--- src/rtl/td4x_pkg.sv ---
// td4x_pkg: shared definitions for the TD4-class accumulator CPU.
//   - opcode encodings (upper nibble of every instruction word)
//   - ALU source-select encoding
//   - td4x_insn_w(): instruction width derived from the data width
package td4x_pkg;

    // Opcode encodings; any other value executes as a NOP.
    localparam logic [3:0] OP_ADD_A  = 4'b0000;  // A <= A + imm
    localparam logic [3:0] OP_MOV_AB = 4'b0001;  // A <= B + imm
    localparam logic [3:0] OP_IN_A   = 4'b0010;  // A <= in_port + imm
    localparam logic [3:0] OP_MOV_AI = 4'b0011;  // A <= imm
    localparam logic [3:0] OP_MOV_BA = 4'b0100;  // B <= A + imm
    localparam logic [3:0] OP_ADD_B  = 4'b0101;  // B <= B + imm
    localparam logic [3:0] OP_IN_B   = 4'b0110;  // B <= in_port + imm
    localparam logic [3:0] OP_MOV_BI = 4'b0111;  // B <= imm
    localparam logic [3:0] OP_OUT_B  = 4'b1001;  // out <= B + imm
    localparam logic [3:0] OP_OUT_I  = 4'b1011;  // out <= imm
    localparam logic [3:0] OP_JNC    = 4'b1110;  // pc <= imm when C was clear
    localparam logic [3:0] OP_JMP    = 4'b1111;  // pc <= imm

    // First ALU operand; the second operand is always the immediate.
    typedef enum logic [1:0] {
        SRC_A    = 2'd0,
        SRC_B    = 2'd1,
        SRC_IN   = 2'd2,
        SRC_ZERO = 2'd3
    } src_sel_e;

    // Instruction word = {op[3:0], imm[data_w-1:0]}.
    function automatic int td4x_insn_w(input int data_w);
        return data_w + 32'sd4;
    endfunction

endpackage

--- src/rtl/td4x_progmem.sv ---
// td4x_progmem: program store, 2**PC_W words of INSN_W bits.
//   Synchronous write port, asynchronous read port, contents are not reset.
//   A write and a read of the same address in one cycle return the old word.
// Ports:
//   clock      in   rising-edge clock
//   prog_we    in   write enable
//   prog_addr  in   write address
//   prog_data  in   write data
//   rd_addr    in   read address (instruction pointer)
//   rd_data    out  word at rd_addr (combinational)
module td4x_progmem #(
    parameter int PC_W   = 4,
    parameter int INSN_W = 8
) (
    input  logic              clock,
    input  logic              prog_we,
    input  logic [PC_W-1:0]   prog_addr,
    input  logic [INSN_W-1:0] prog_data,
    input  logic [PC_W-1:0]   rd_addr,
    output logic [INSN_W-1:0] rd_data
);

    logic [INSN_W-1:0] mem_r [2**PC_W];

    // Store write port; deliberately has no reset so a program survives CPU reset.
    always_ff @(posedge clock) begin
        if (prog_we) begin
            mem_r[prog_addr] <= prog_data;
        end
    end

    assign rd_data = mem_r[rd_addr];

endmodule

--- src/rtl/td4x_core.sv ---
// td4x_core: parametrised TD4-class accumulator CPU.
//   Registers A, B, carry C, output port and a loadable program store.
//   One instruction executes per exec clock; fetch is combinational from
//   the store, all architectural state updates at the rising edge.
// Optional feature macro: TD4X_STEP_EN
//   defined   : exec = run | rising edge of step (single-step while halted)
//   undefined : exec = run, step is ignored
// Ports:
//   clock      in   rising-edge clock
//   reset      in   synchronous active-high reset (program store kept)
//   run        in   1 = execute every clock, 0 = halted
//   step       in   single-step request (TD4X_STEP_EN only)
//   in_port    in   operand for IN A / IN B
//   out_port   out  registered output port
//   prog_we    in   program store write enable
//   prog_addr  in   program store write address
//   prog_data  in   program store write data
//   pc         out  current instruction pointer
//   retire     out  high the cycle after each executed instruction
module td4x_core
    import td4x_pkg::*;
#(
    parameter int  DATA_W = 4,
    parameter int  PC_W   = 4,
    localparam int INSN_W = td4x_insn_w(DATA_W)
) (
    input  logic              clock,
    input  logic              reset,
    input  logic              run,
    input  logic              step,
    input  logic [DATA_W-1:0] in_port,
    output logic [DATA_W-1:0] out_port,
    input  logic              prog_we,
    input  logic [PC_W-1:0]   prog_addr,
    input  logic [INSN_W-1:0] prog_data,
    output logic [PC_W-1:0]   pc,
    output logic              retire
);

    localparam logic [PC_W-1:0] PC_ONE = {{(PC_W-1){1'b0}}, 1'b1};

    logic [PC_W-1:0]   pc_r;
    logic [DATA_W-1:0] a_r;
    logic [DATA_W-1:0] b_r;
    logic              c_r;
    logic [DATA_W-1:0] out_r;
    logic              retire_r;

    logic [PC_W-1:0]   pc_n_s;
    logic [DATA_W-1:0] a_n_s;
    logic [DATA_W-1:0] b_n_s;
    logic              c_n_s;
    logic [DATA_W-1:0] out_n_s;

    logic [INSN_W-1:0] insn_s;
    logic [3:0]        op_s;
    logic [DATA_W-1:0] imm_s;
    src_sel_e          src_sel_s;
    logic [DATA_W-1:0] src_s;
    logic [DATA_W:0]   sum_s;
    logic [DATA_W-1:0] res_s;
    logic              cout_s;
    logic [PC_W-1:0]   pc_inc_s;
    logic              exec_s;

    td4x_progmem #(
        .PC_W   (PC_W),
        .INSN_W (INSN_W)
    ) u_progmem (
        .clock     (clock),
        .prog_we   (prog_we),
        .prog_addr (prog_addr),
        .prog_data (prog_data),
        .rd_addr   (pc_r),
        .rd_data   (insn_s)
    );

`ifdef TD4X_STEP_EN
    logic step_q_r;

    // Previous step level, used to detect a rising edge of the step request.
    always_ff @(posedge clock) begin
        if (reset) begin
            step_q_r <= 1'b0;
        end else begin
            step_q_r <= step;
        end
    end

    // Holding step high yields one execute cycle only.
    assign exec_s = run | (step & ~step_q_r);
`else
    logic unused_step_s;
    assign unused_step_s = step;
    assign exec_s        = run;
`endif

    assign op_s  = insn_s[INSN_W-1 -: 4];
    assign imm_s = insn_s[DATA_W-1:0];

    // Decode the first ALU operand from the opcode.
    always_comb begin
        src_sel_s = SRC_ZERO;
        case (op_s)
            OP_ADD_A:  src_sel_s = SRC_A;
            OP_MOV_AB: src_sel_s = SRC_B;
            OP_IN_A:   src_sel_s = SRC_IN;
            OP_MOV_BA: src_sel_s = SRC_A;
            OP_ADD_B:  src_sel_s = SRC_B;
            OP_IN_B:   src_sel_s = SRC_IN;
            OP_OUT_B:  src_sel_s = SRC_B;
            default:   src_sel_s = SRC_ZERO;
        endcase
    end

    // Operand multiplexer.
    always_comb begin
        src_s = {DATA_W{1'b0}};
        case (src_sel_s)
            SRC_A:   src_s = a_r;
            SRC_B:   src_s = b_r;
            SRC_IN:  src_s = in_port;
            default: src_s = {DATA_W{1'b0}};
        endcase
    end

    // Single adder shared by every instruction; the carry out feeds C.
    assign sum_s    = {1'b0, src_s} + {1'b0, imm_s};
    assign res_s    = sum_s[DATA_W-1:0];
    assign cout_s   = sum_s[DATA_W];
    assign pc_inc_s = pc_r + PC_ONE;

    // Next architectural state; undefined opcodes only advance pc.
    always_comb begin
        pc_n_s  = pc_r;
        a_n_s   = a_r;
        b_n_s   = b_r;
        c_n_s   = c_r;
        out_n_s = out_r;
        if (exec_s) begin
            pc_n_s = pc_inc_s;
            case (op_s)
                OP_ADD_A, OP_MOV_AB, OP_IN_A, OP_MOV_AI: begin
                    a_n_s = res_s;
                    c_n_s = cout_s;
                end
                OP_MOV_BA, OP_ADD_B, OP_IN_B, OP_MOV_BI: begin
                    b_n_s = res_s;
                    c_n_s = cout_s;
                end
                OP_OUT_B, OP_OUT_I: begin
                    out_n_s = res_s;
                    c_n_s   = cout_s;
                end
                OP_JNC: begin
                    // Branch decision uses C as held before this instruction.
                    c_n_s = cout_s;
                    if (!c_r) begin
                        pc_n_s = res_s[PC_W-1:0];
                    end else begin
                        pc_n_s = pc_inc_s;
                    end
                end
                OP_JMP: begin
                    c_n_s  = cout_s;
                    pc_n_s = res_s[PC_W-1:0];
                end
                default: begin
                    pc_n_s = pc_inc_s;
                end
            endcase
        end else begin
            pc_n_s = pc_r;
        end
    end

    // Architectural state registers; reset overrides execution.
    always_ff @(posedge clock) begin
        if (reset) begin
            pc_r     <= {PC_W{1'b0}};
            a_r      <= {DATA_W{1'b0}};
            b_r      <= {DATA_W{1'b0}};
            c_r      <= 1'b0;
            out_r    <= {DATA_W{1'b0}};
            retire_r <= 1'b0;
        end else begin
            pc_r     <= pc_n_s;
            a_r      <= a_n_s;
            b_r      <= b_n_s;
            c_r      <= c_n_s;
            out_r    <= out_n_s;
            retire_r <= exec_s;
        end
    end

    assign out_port = out_r;
    assign pc       = pc_r;
    assign retire   = retire_r;

endmodule

--- config.mk ---
export PLATFORM = sky130hd
export DESIGN_NAME = td4x_core
export DESIGN_NICKNAME = d
export VERILOG_FILES = /design/src/rtl/td4x_pkg.sv /design/src/rtl/td4x_progmem.sv /design/src/rtl/td4x_core.sv
export SDC_FILE = /design/constraint.sdc
export NUM_CORES = 1
export LEC_CHECK = 0
export BUFFER_PORTS_ARGS = -buffer_cell sky130_fd_sc_hd__buf_2
export CAP_MARGIN = 20
export CORE_MARGIN = 2
export CORE_UTILIZATION = 45
export DETAILED_ROUTE_END_ITERATION = 8
export GPL_ROUTABILITY_DRIVEN = 0
export SYNTH_ARGS = -nofsm -noshare
export SYNTH_HDL_FRONTEND = slang
export SYNTH_HIERARCHICAL = 1
export SYNTH_SLANG_ARGS = --single-unit
--- constraint.sdc ---
create_clock -name clock -period 3.85 [get_ports clock]
set_input_delay 0.9625 -clock clock [delete_from_list [all_inputs] [get_ports clock]]
set_output_delay 0.9625 -clock clock [all_outputs]
set_load 0.01 [all_outputs]
# Word level (Yosys, flattened, before mapping)

Memory sizes are Yosys's and may differ from the RTL's. A register that Yosys moved wholly into a read port is not among the register bits.
Cells that the tools add are included.

Register bits: 18
Bits in writable memories: 128
Input port bits: 21
Output and inout bits: 9
Logic and storage cells: 43
Memories: 1

Memories:

| memory          | words | width | rd ports | clocked after memory_dff | write ports | RTL line           | text |
|---|---|---|---|---|---|---|---|
| u_progmem.mem_r | 16    | 8     | 1        | 1                        | 1           | td4x_progmem.sv:23 | `logic [INSN_W-1:0] mem_r [2**PC_W];` |

Add/sub/neg operators: 2
Equal/unequal tests: 13
Mux-type cells: 8
Reduce and logical (&&, ||, !) cells: 13

Operators by type and width:

| kind                | number |
|---|---|
| $eq 4x3->1 const B  | 4 |
| $eq 4x4->1 const B  | 4 |
| $mux 4              | 3 |
| $pmux 4 s3          | 1 |
| $reduce_or 12->1    | 1 |
| $eq 4x2->1 const B  | 2 |
| $pmux 4 s2          | 1 |
| $reduce_and 2->1    | 4 |
| $reduce_or 4->1     | 2 |
| $pmux 2 s3          | 1 |
| $reduce_or 2->1     | 3 |
| $add 4x4->5         | 1 |
| $add 4x1->4 const B | 1 |
| $eq 4x1->1 const B  | 1 |
| $logic_not 4->1     | 1 |
| $reduce_or 3->1     | 1 |
| $eq 2x1->1 const B  | 1 |
| $eq 2x2->1 const B  | 1 |
| $logic_not 2->1     | 1 |
| $mux 1              | 2 |

# Depth between registers and ports, before layout

Gate-level depths: netlist (run 1).

Word-level depth: 10
Gate-level depth with buffers: 15
Gate-level depth less buffers: 13

# By module

Netlist (run 1), hierarchy kept.

Modules (own cells, without submodules):

| module       | instances | cells each | area an instance (µm²) |
|---|---|---|---|
| td4x_progmem | 1         | 221        | 4987.3 |
| td4x_core    | 1         | 109        | 1012.2 |

# Worst setup path after synthesis (run 1)

OpenSTA, ideal clock, no wires.

Path type: reg2reg
Start: register pc_r[0] (netlist: pc[0])
End: register pc_r[3] (netlist: pc[3])
Data arrival time: 3229 ps
Data required time: 3714 ps
Path slack: 486 ps
Stages on the path, launching flop included: 15
Buffers on the path: 3
Period minus slack after synthesis: 3364 ps
Cell sequence: dfxtp_1 > buf_6 > buf_6 > mux4_1 > a22oi_1 > nand2_1 > buf_4 > a211oi_1 > nand2_1 > o21ai_0 > ha_1 > a21o_1 > a21oi_1 > xor2_1 > o221ai_1

Longest elaborated chain between the ends: 3

Ends and longest elaborated chain:

| item                     | RTL line         | text |
|---|---|---|
| start: declaration       | td4x_core.sv:42  | `logic [PC_W-1:0] pc_r;` |
| start signal: assignment | td4x_core.sv:180 | `pc_r <= {PC_W{1'b0}};` |
| start signal: assignment | td4x_core.sv:187 | `pc_r <= pc_n_s;` |
| $add 4x1->4 *            | td4x_core.sv:131 | `assign pc_inc_s = pc_r + PC_ONE;` |
| $mux 4                   | td4x_core.sv:158 | `if (!c_r) begin` |
| $pmux 4 s2 *             | td4x_core.sv:142 | `case (op_s)` |

Every way passes the cells marked *; elsewhere a longest branch is shown, timed or not.
A chain may end at the register's enable or synchronous reset.

# Worst setup path in the final report (run 1)

Same ends and word-level chain as after synthesis.

==> results.py, run 1 <==
metrics = {
    "critical_path": {
        "r2r_slack_ns": 0.30,
        "worstPathRequired_ns": 4.13,
        "crit_path_start": "pc[0]$_SDFFE_PP0P_",
        "arrival_ns": 3.82,
        "max_stage_delay_ns": 0.52,
        "crit_slowest_cell": "mux4_2",
        "path_cells": "buf_12 > buf_4 > mux4_2 > a22oi_1 > nand2_1 > a211oi_1 > buf_4 > nand2_1 > o21ai_1 > ha_1 > a21o_1 > a21oi_1 > xor2_2 > o221ai_1",
        "crit_path_end_kind": "flip-flop",
        "r2r_cells": 14,
        "crit_fanout": 15,
        "timing.rr.start": "pc[0]$_SDFFE_PP0P_",
        "critPathLaunchType": "flip-flop",
        "crit_path_end": "pc[3]$_SDFFE_PP0P_",
        "critPathKind": "reg2reg",
        "worst_r2r_endpoint": "pc[3]$_SDFFE_PP0P_",
    },
    "sta": {
        "finalSetupViolations": 0,
        "fmax_mhz": 282.1,
        "period_needed_ns": 3.545,
        "rsz0062_at_grt": "false",
        "setup_ws_ns": 0.3050,
        "finalSetupTns_ns": 0,
        "finalMaxSlewViolations": 0,
        "skew_ns": 0.008664,
        "finalCritPeriodShare_pct": 92.08,
        "holdWs_ns": 0.4732,
        "maxSlewHeadroom_pct": 44.48,
        "hold_viol_final": 0,
        "worst_slew_pin_slew_ns": 0.8297,
    },
    "detailed_routing": {
        "routed_wl_mm": 11.58,
        "drc_errors": 0,
        "ant_nets": 0,
        "drtIter0Drc": 136,
        "routedWlPerCell_um": 20.42,
        "dr.pass1.iters": 4,
        "drt-vias-per-instance": 5.455,
        "vias": 3093,
    },
    "clock_tree": {
        "cts_tree": "built",
        "root_buffer": "clkbuf_16",
        "cts_setup_buffers": 0,
        "clk_path_buf_depth": 2,
        "cts-htree-levels": 4,
        "numCtsBuffers": 17,
        "worstSkewPairLatency_ns": 0.42,
        "clk_pin_slew_ns": 0.06,
        "cts_hold_buf": 0,
        "cts_sinks": 146,
        "cts_resized": 0,
    },
    "logic_synthesis": {
        "synth.most_common_cell": "edfxtp_1",
        "yosysSeqAreaShare_pct": 70.07,
        "ys.flop_type": "edfxtp_1",
        "synth_edf_count": 128,
        "ys_top_cells_by_count": "edfxtp_1 (128), nor2_1 (26), dfxtp_1 (18), mux4_2 (18), nand2_1 (18)",
        "ys_warn_count": 6,
        "ys_ff_latch": 146,
        "synth.cell_area_um2": 6000,
        "async_flop_share_pct": 0,
        "netlist_instances": 330,
        "syn_nets": 357,
        "netlist_top_cells_area": "edfxtp_1 (64%), mux4_2 (6.8%), mux4_1 (6.1%)",
        "yosysTopAreaCell": "edfxtp_1",
        "synth.lib_cells_used.distinct": 45,
        "synth.avg_cell_area_um2": 18.18,
        "synth_top_area_share_pct": 64.07,
    },
    "grt": {
        "grt_pass1_wl_mm": 18.00,
        "grt_pass1_vias": 3210,
        "grt_usage_pct": 17.74,
        "antenna_found_initial": 0,
        "grt_remaining_overflow": 0,
        "grt_max_degree": 37,
    },
    "min_path": {
        "min_path_type": "reg2reg",
    },
    "final_layout": {
        "multi_input_area_um2": 1670,
        "drive_above_1_share_pct": 25.83,
        "area.sequential_um2": 4205,
        "fin_nets": 405,
        "num_antenna_cells": 0,
        "fin_util_pct": 52.81,
        "instances_no_fill": 567,
        "area_growth_pct": 15.64,
        "fill_cells": 1075,
    },
    "place": {
        "port_buffers": 28,
        "dp_hpwl_mm": 7.438,
        "placedCellCount": 535,
        "dp_slack_ns": 0.1902,
    },
    "floorplanning": {
        "initial_utilization_pct": 45.67,
        "coreArea_um2": 13140,
        "io_pins": 30,
        "die_h_um": 119.5,
        "rows": 42,
        "dieArea_um2": 14270,
        "die_w_um": 119.5,
    },
    "run_status": {
        "status": "completed",
    },
    "power_and_ir_drop": {
        "power_density_nw_per_um2": 604.9,
        "ir_drop_v": 0.0003471,
        "p_leak_uw": 0.002392,
    },
    "flow_run": {
        "max-cap-violations": 0,
    },
}
[cell families after synthesis]
family	synth area share (%)
AOI/OAI and AO/OA	4.609
muxes	14.89
DFF	70.07
and+or+nand+nor	6.424
buffers and inverters	2.336
xor gates and xnor gates	0.2920
adders and majority gates	1.376
[flip-flops by register name, summed over array words and instances (netlist names)]
| name | count |
|---|---|
| out_port | 4 |
| pc | 4 |
| b_r | 4 |
| a_r | 4 |
| u_progmem/mem_r | 128 |
| retire | 1 |
| c_r | 1 |
[final cells by class]
cell class              count  share of cell area (%)
flip-flops and latches    146                   60.61
multi-input cells         166                   24.08
clock buffers              17                   6.132
well taps                 176                   3.174
inverters                   2                  0.1082
repair buffers             45                   4.220
clock inverters            15                   1.677
[routing by layer]
layer  up-vias  share of wire, %  GRT usage, %
met1      1573                45         23.62
met5         -                 0             0
met4         0               1.6         7.500
li1       1433                 -             -
met2        73                49         28.14
met3        14               4.3         4.215
[worst max-delay path: cells and delay by family (launching register included)]
family / cells / cell delay, ns
adders and majority gates: 1 / 0.28
and+or+nand+nor: 2 / 0.26
muxes: 1 / 0.52
AOI/OAI and AO/OA: 6 / 1.11
buffers and inverters: 3 / 0.51
DFF: 1 / 0.47
xor gates and xnor gates: 1 / 0.26
[cell usage in the layout (no fill, tap or decap), drive strengths merged, types with 2 or more instances in the layout]
| cell | netlist | final |
|---|---|---|
| a211oi | 3 | 3 |
| a21o | 2 | 2 |
| a21oi | 4 | 4 |
| a22oi | 16 | 16 |
| buf | 12 | 45 |
| clkbuf | 1 | 17 |
| clkinv | 0 | 10 |
| clkinvlp | 0 | 2 |
| dfxtp | 18 | 18 |
| edfxtp | 128 | 128 |
| ha | 5 | 5 |
| inv | 2 | 4 |
| mux2i | 12 | 12 |
| mux4 | 32 | 32 |
| nand2 | 18 | 18 |
| nand2b | 6 | 6 |
| nand3 | 5 | 5 |
| nand3b | 4 | 4 |
| nor2 | 26 | 26 |
| nor2b | 2 | 2 |
| nor3 | 4 | 4 |
| o21ai | 6 | 6 |
| o31ai | 2 | 2 |
[how the worst min path moves through the flow]
stage                                   from                        to  cells past startpoint
finish                   a_r[3]$_SDFFE_PP0P_       a_r[3]$_SDFFE_PP0P_                      2
global route             a_r[3]$_SDFFE_PP0P_       a_r[3]$_SDFFE_PP0P_                      2
CTS                      a_r[3]$_SDFFE_PP0P_       a_r[3]$_SDFFE_PP0P_                      2
detailed placement       a_r[3]$_SDFFE_PP0P_       a_r[3]$_SDFFE_PP0P_                      2
global placement    out_port[3]$_SDFFE_PP0P_  out_port[3]$_SDFFE_PP0P_                      2
floorplan                a_r[3]$_SDFFE_PP0P_       a_r[3]$_SDFFE_PP0P_                      2
[where the power goes]
| group | leakage (uW) | switching (uW) | internal, uW |
|---|---|---|---|
| logic | 0.000823 | 474 | 388 |
| clock network | 0.000265 | 626 | 879 |
| registers | 0.00130 | 39.3 | 1790 |
| total | 0.00239 | 1140 | 3060 |
[stage by stage]
stage	power, uW	cell area, um^2
finish	4197	6938
global route	4380	6938
CTS	4221	6923
detailed placement	2716	6381
global placement	2700	6381
floorplan	2456	6000
(Power assumes the default switching activity.)
==> inputs of run 2 (changes only) <==
- clock period: 3.85 -> 3.49 ns (I/O delays scaled with it)
==> results.py, run 2 (synthesized netlist as in run 1, its figures left out) <==
metrics = {
    "power_and_ir_drop": {
        "combinationalPowerShare_pct": 22.3,
        "switching_power_uw": 1240,
        "power.share.clock_pct": 34.6,
        "p_leak_uw": 0.002462,
        "p_int_uw": 3433,
        "power_density_nw_per_um2": 660.6,
        "p_seq_share_pct": 43.1,
        "ir_drop_v": 0.0003833,
        "p_sw_share_pct": 26.54,
    },
    "final_layout": {
        "drive_above_1_share_pct": 28.82,
        "num_antenna_cells": 0,
        "fin_util_pct": 53.86,
        "final_cell_mix": "edfxtp_1 (128), buf_2 (28), buf_4 (28)",
        "area_growth_pct": 17.94,
        "final_common_cell": "edfxtp_1",
        "regMostFlops": "u_progmem/mem_r",
        "fin_nets": 420,
        "design_area_um2": 7076,
        "largest_register_ffs": 128,
    },
    "critical_path": {
        "arrival_ns": 3.58,
        "critPathLaunchType": "flip-flop",
        "crit_path_end_kind": "flip-flop",
        "worstPathRequired_ns": 3.79,
        "critPathKind": "reg2reg",
        "crit_fanout": 7,
    },
    "floorplanning": {
        "dieArea_um2": 14270,
        "rows": 42,
        "die_w_um": 119.5,
        "io_pins": 30,
        "coreArea_um2": 13140,
        "die_h_um": 119.5,
        "initial_utilization_pct": 45.67,
    },
    "detailed_routing": {
        "vias": 3164,
        "routedWlPerCell_um": 20.10,
        "dr.pass1.iters": 4,
        "ant_nets": 0,
        "drtIter0Drc": 228,
        "drt-vias-per-instance": 5.436,
        "routed_wl_mm": 11.70,
        "drc_errors": 0,
    },
    "clock_tree": {
        "cts-htree-levels": 4,
        "worstSkewPairLatency_ns": 0.42,
        "root_buffer": "clkbuf_16",
        "clk_pin_slew_ns": 0.05,
        "cts_sinks": 146,
        "cts_tree": "built",
        "clk_path_buf_depth": 2,
        "numCtsBuffers": 17,
    },
    "sta": {
        "skew_ns": 0.008681,
        "finalCritPeriodShare_pct": 93.83,
        "maxSlewHeadroom_pct": 35.95,
        "hold_viol_final": 0,
        "period_needed_ns": 3.275,
        "fmax_mhz": 305.4,
        "finalMaxSlewViolations": 0,
        "setup_ws_ns": 0.2153,
        "finalSetupViolations": 0,
        "worst_slew_pin_slew_ns": 0.9572,
    },
    "run_status": {
        "status": "completed",
    },
    "grt": {
        "grt_usage_pct": 17.79,
        "grt_remaining_overflow": 0,
        "antenna_found_initial": 1,
        "grt_max_degree": 37,
        "grt_pass1_vias": 3133,
        "grt_pass1_wl_mm": 18.12,
    },
    "min_path": {
        "min_path_type": "reg2reg",
    },
    "place": {
        "dp_hpwl_mm": 7.426,
        "dp_slack_ns": 0.002185,
        "port_buffers": 28,
        "placed_cell_area_um2": 6439,
    },
    "flow_run": {
        "max-cap-violations": 0,
    },
}
-- run 2: power by group through the flow --
stage	clock, uW	sequential (uW)	combinational [uW]
2_1_floorplan	0	2050	659
3_5_place_dp	0	2050	979
6_report	1620	2020	1040
3_3_place_gp	0	2050	959
5_1_grt	1730	2030	1130
4_1_cts	1650	2020	998
-- run 2: final timing paths --
kind	startpoint	to	slack, ns	depth (start not counted)
worst max-delay path	pc[0]$_SDFFE_PP0P_	pc[2]$_SDFFE_PP0P_	0.22	13
worst min-delay path	out_port[3]$_SDFFE_PP0P_	out_port[3]$_SDFFE_PP0P_	0.47	2
worst max register to register	pc[0]$_SDFFE_PP0P_	pc[2]$_SDFFE_PP0P_	0.22	13
worst min register to register	out_port[3]$_SDFFE_PP0P_	out_port[3]$_SDFFE_PP0P_	0.47	2
-- run 2: area by class of cell --
cell class	count	area, um^2
inverters	2	7.507
multi-input cells	166	1679
well taps	176	220.2
repair buffers	60	430.4
fillers	1066	6062
flip-flops and latches	146	4208
clock inverters	11	90.09
clock buffers	21	440.4
-- run 2: worst max-delay path, stage by stage (launching register included) --
cell	delay (ns)
dfxtp_4	0.39
buf_12	0.13
mux4_1	0.56
a22oi_2	0.24
nand2_2	0.12
buf_4	0.18
mux2i_1	0.16
o21ai_0	0.11
ha_1	0.22
fa_1	0.42
xnor2_1	0.17
buf_4	0.16
mux2i_1	0.07
a32o_1	0.21
-- run 2: metal layers --
layer	GRT usage, %	routed length [um]
met3	5.603	617
met5	0	13
met1	23.90	5147
met4	5.294	133
met2	28.07	5785
-- run 2: stage by stage --
step	power, uW	setup TNS, ns	hold slack, ns	instances
final	4674	0	0.4708	582
after detailed placement	3032	0	0.4660	541
after floorplan	2709	0	0.4455	330
after CTS	4666	0	0.4754	573
after global placement	3007	-0.01006	0.4523	541
after global routing	4888	-0.001094	0.5053	582
-- run 2: what timing repair did --
item,CTS,global route
endpoints found under the hold margin,0,0
setup endpoints to repair,5,13
resized for setup,2,7
cloned,0,0
buffers inserted,0,9
hold buffers,0,0
pin swaps,0,2
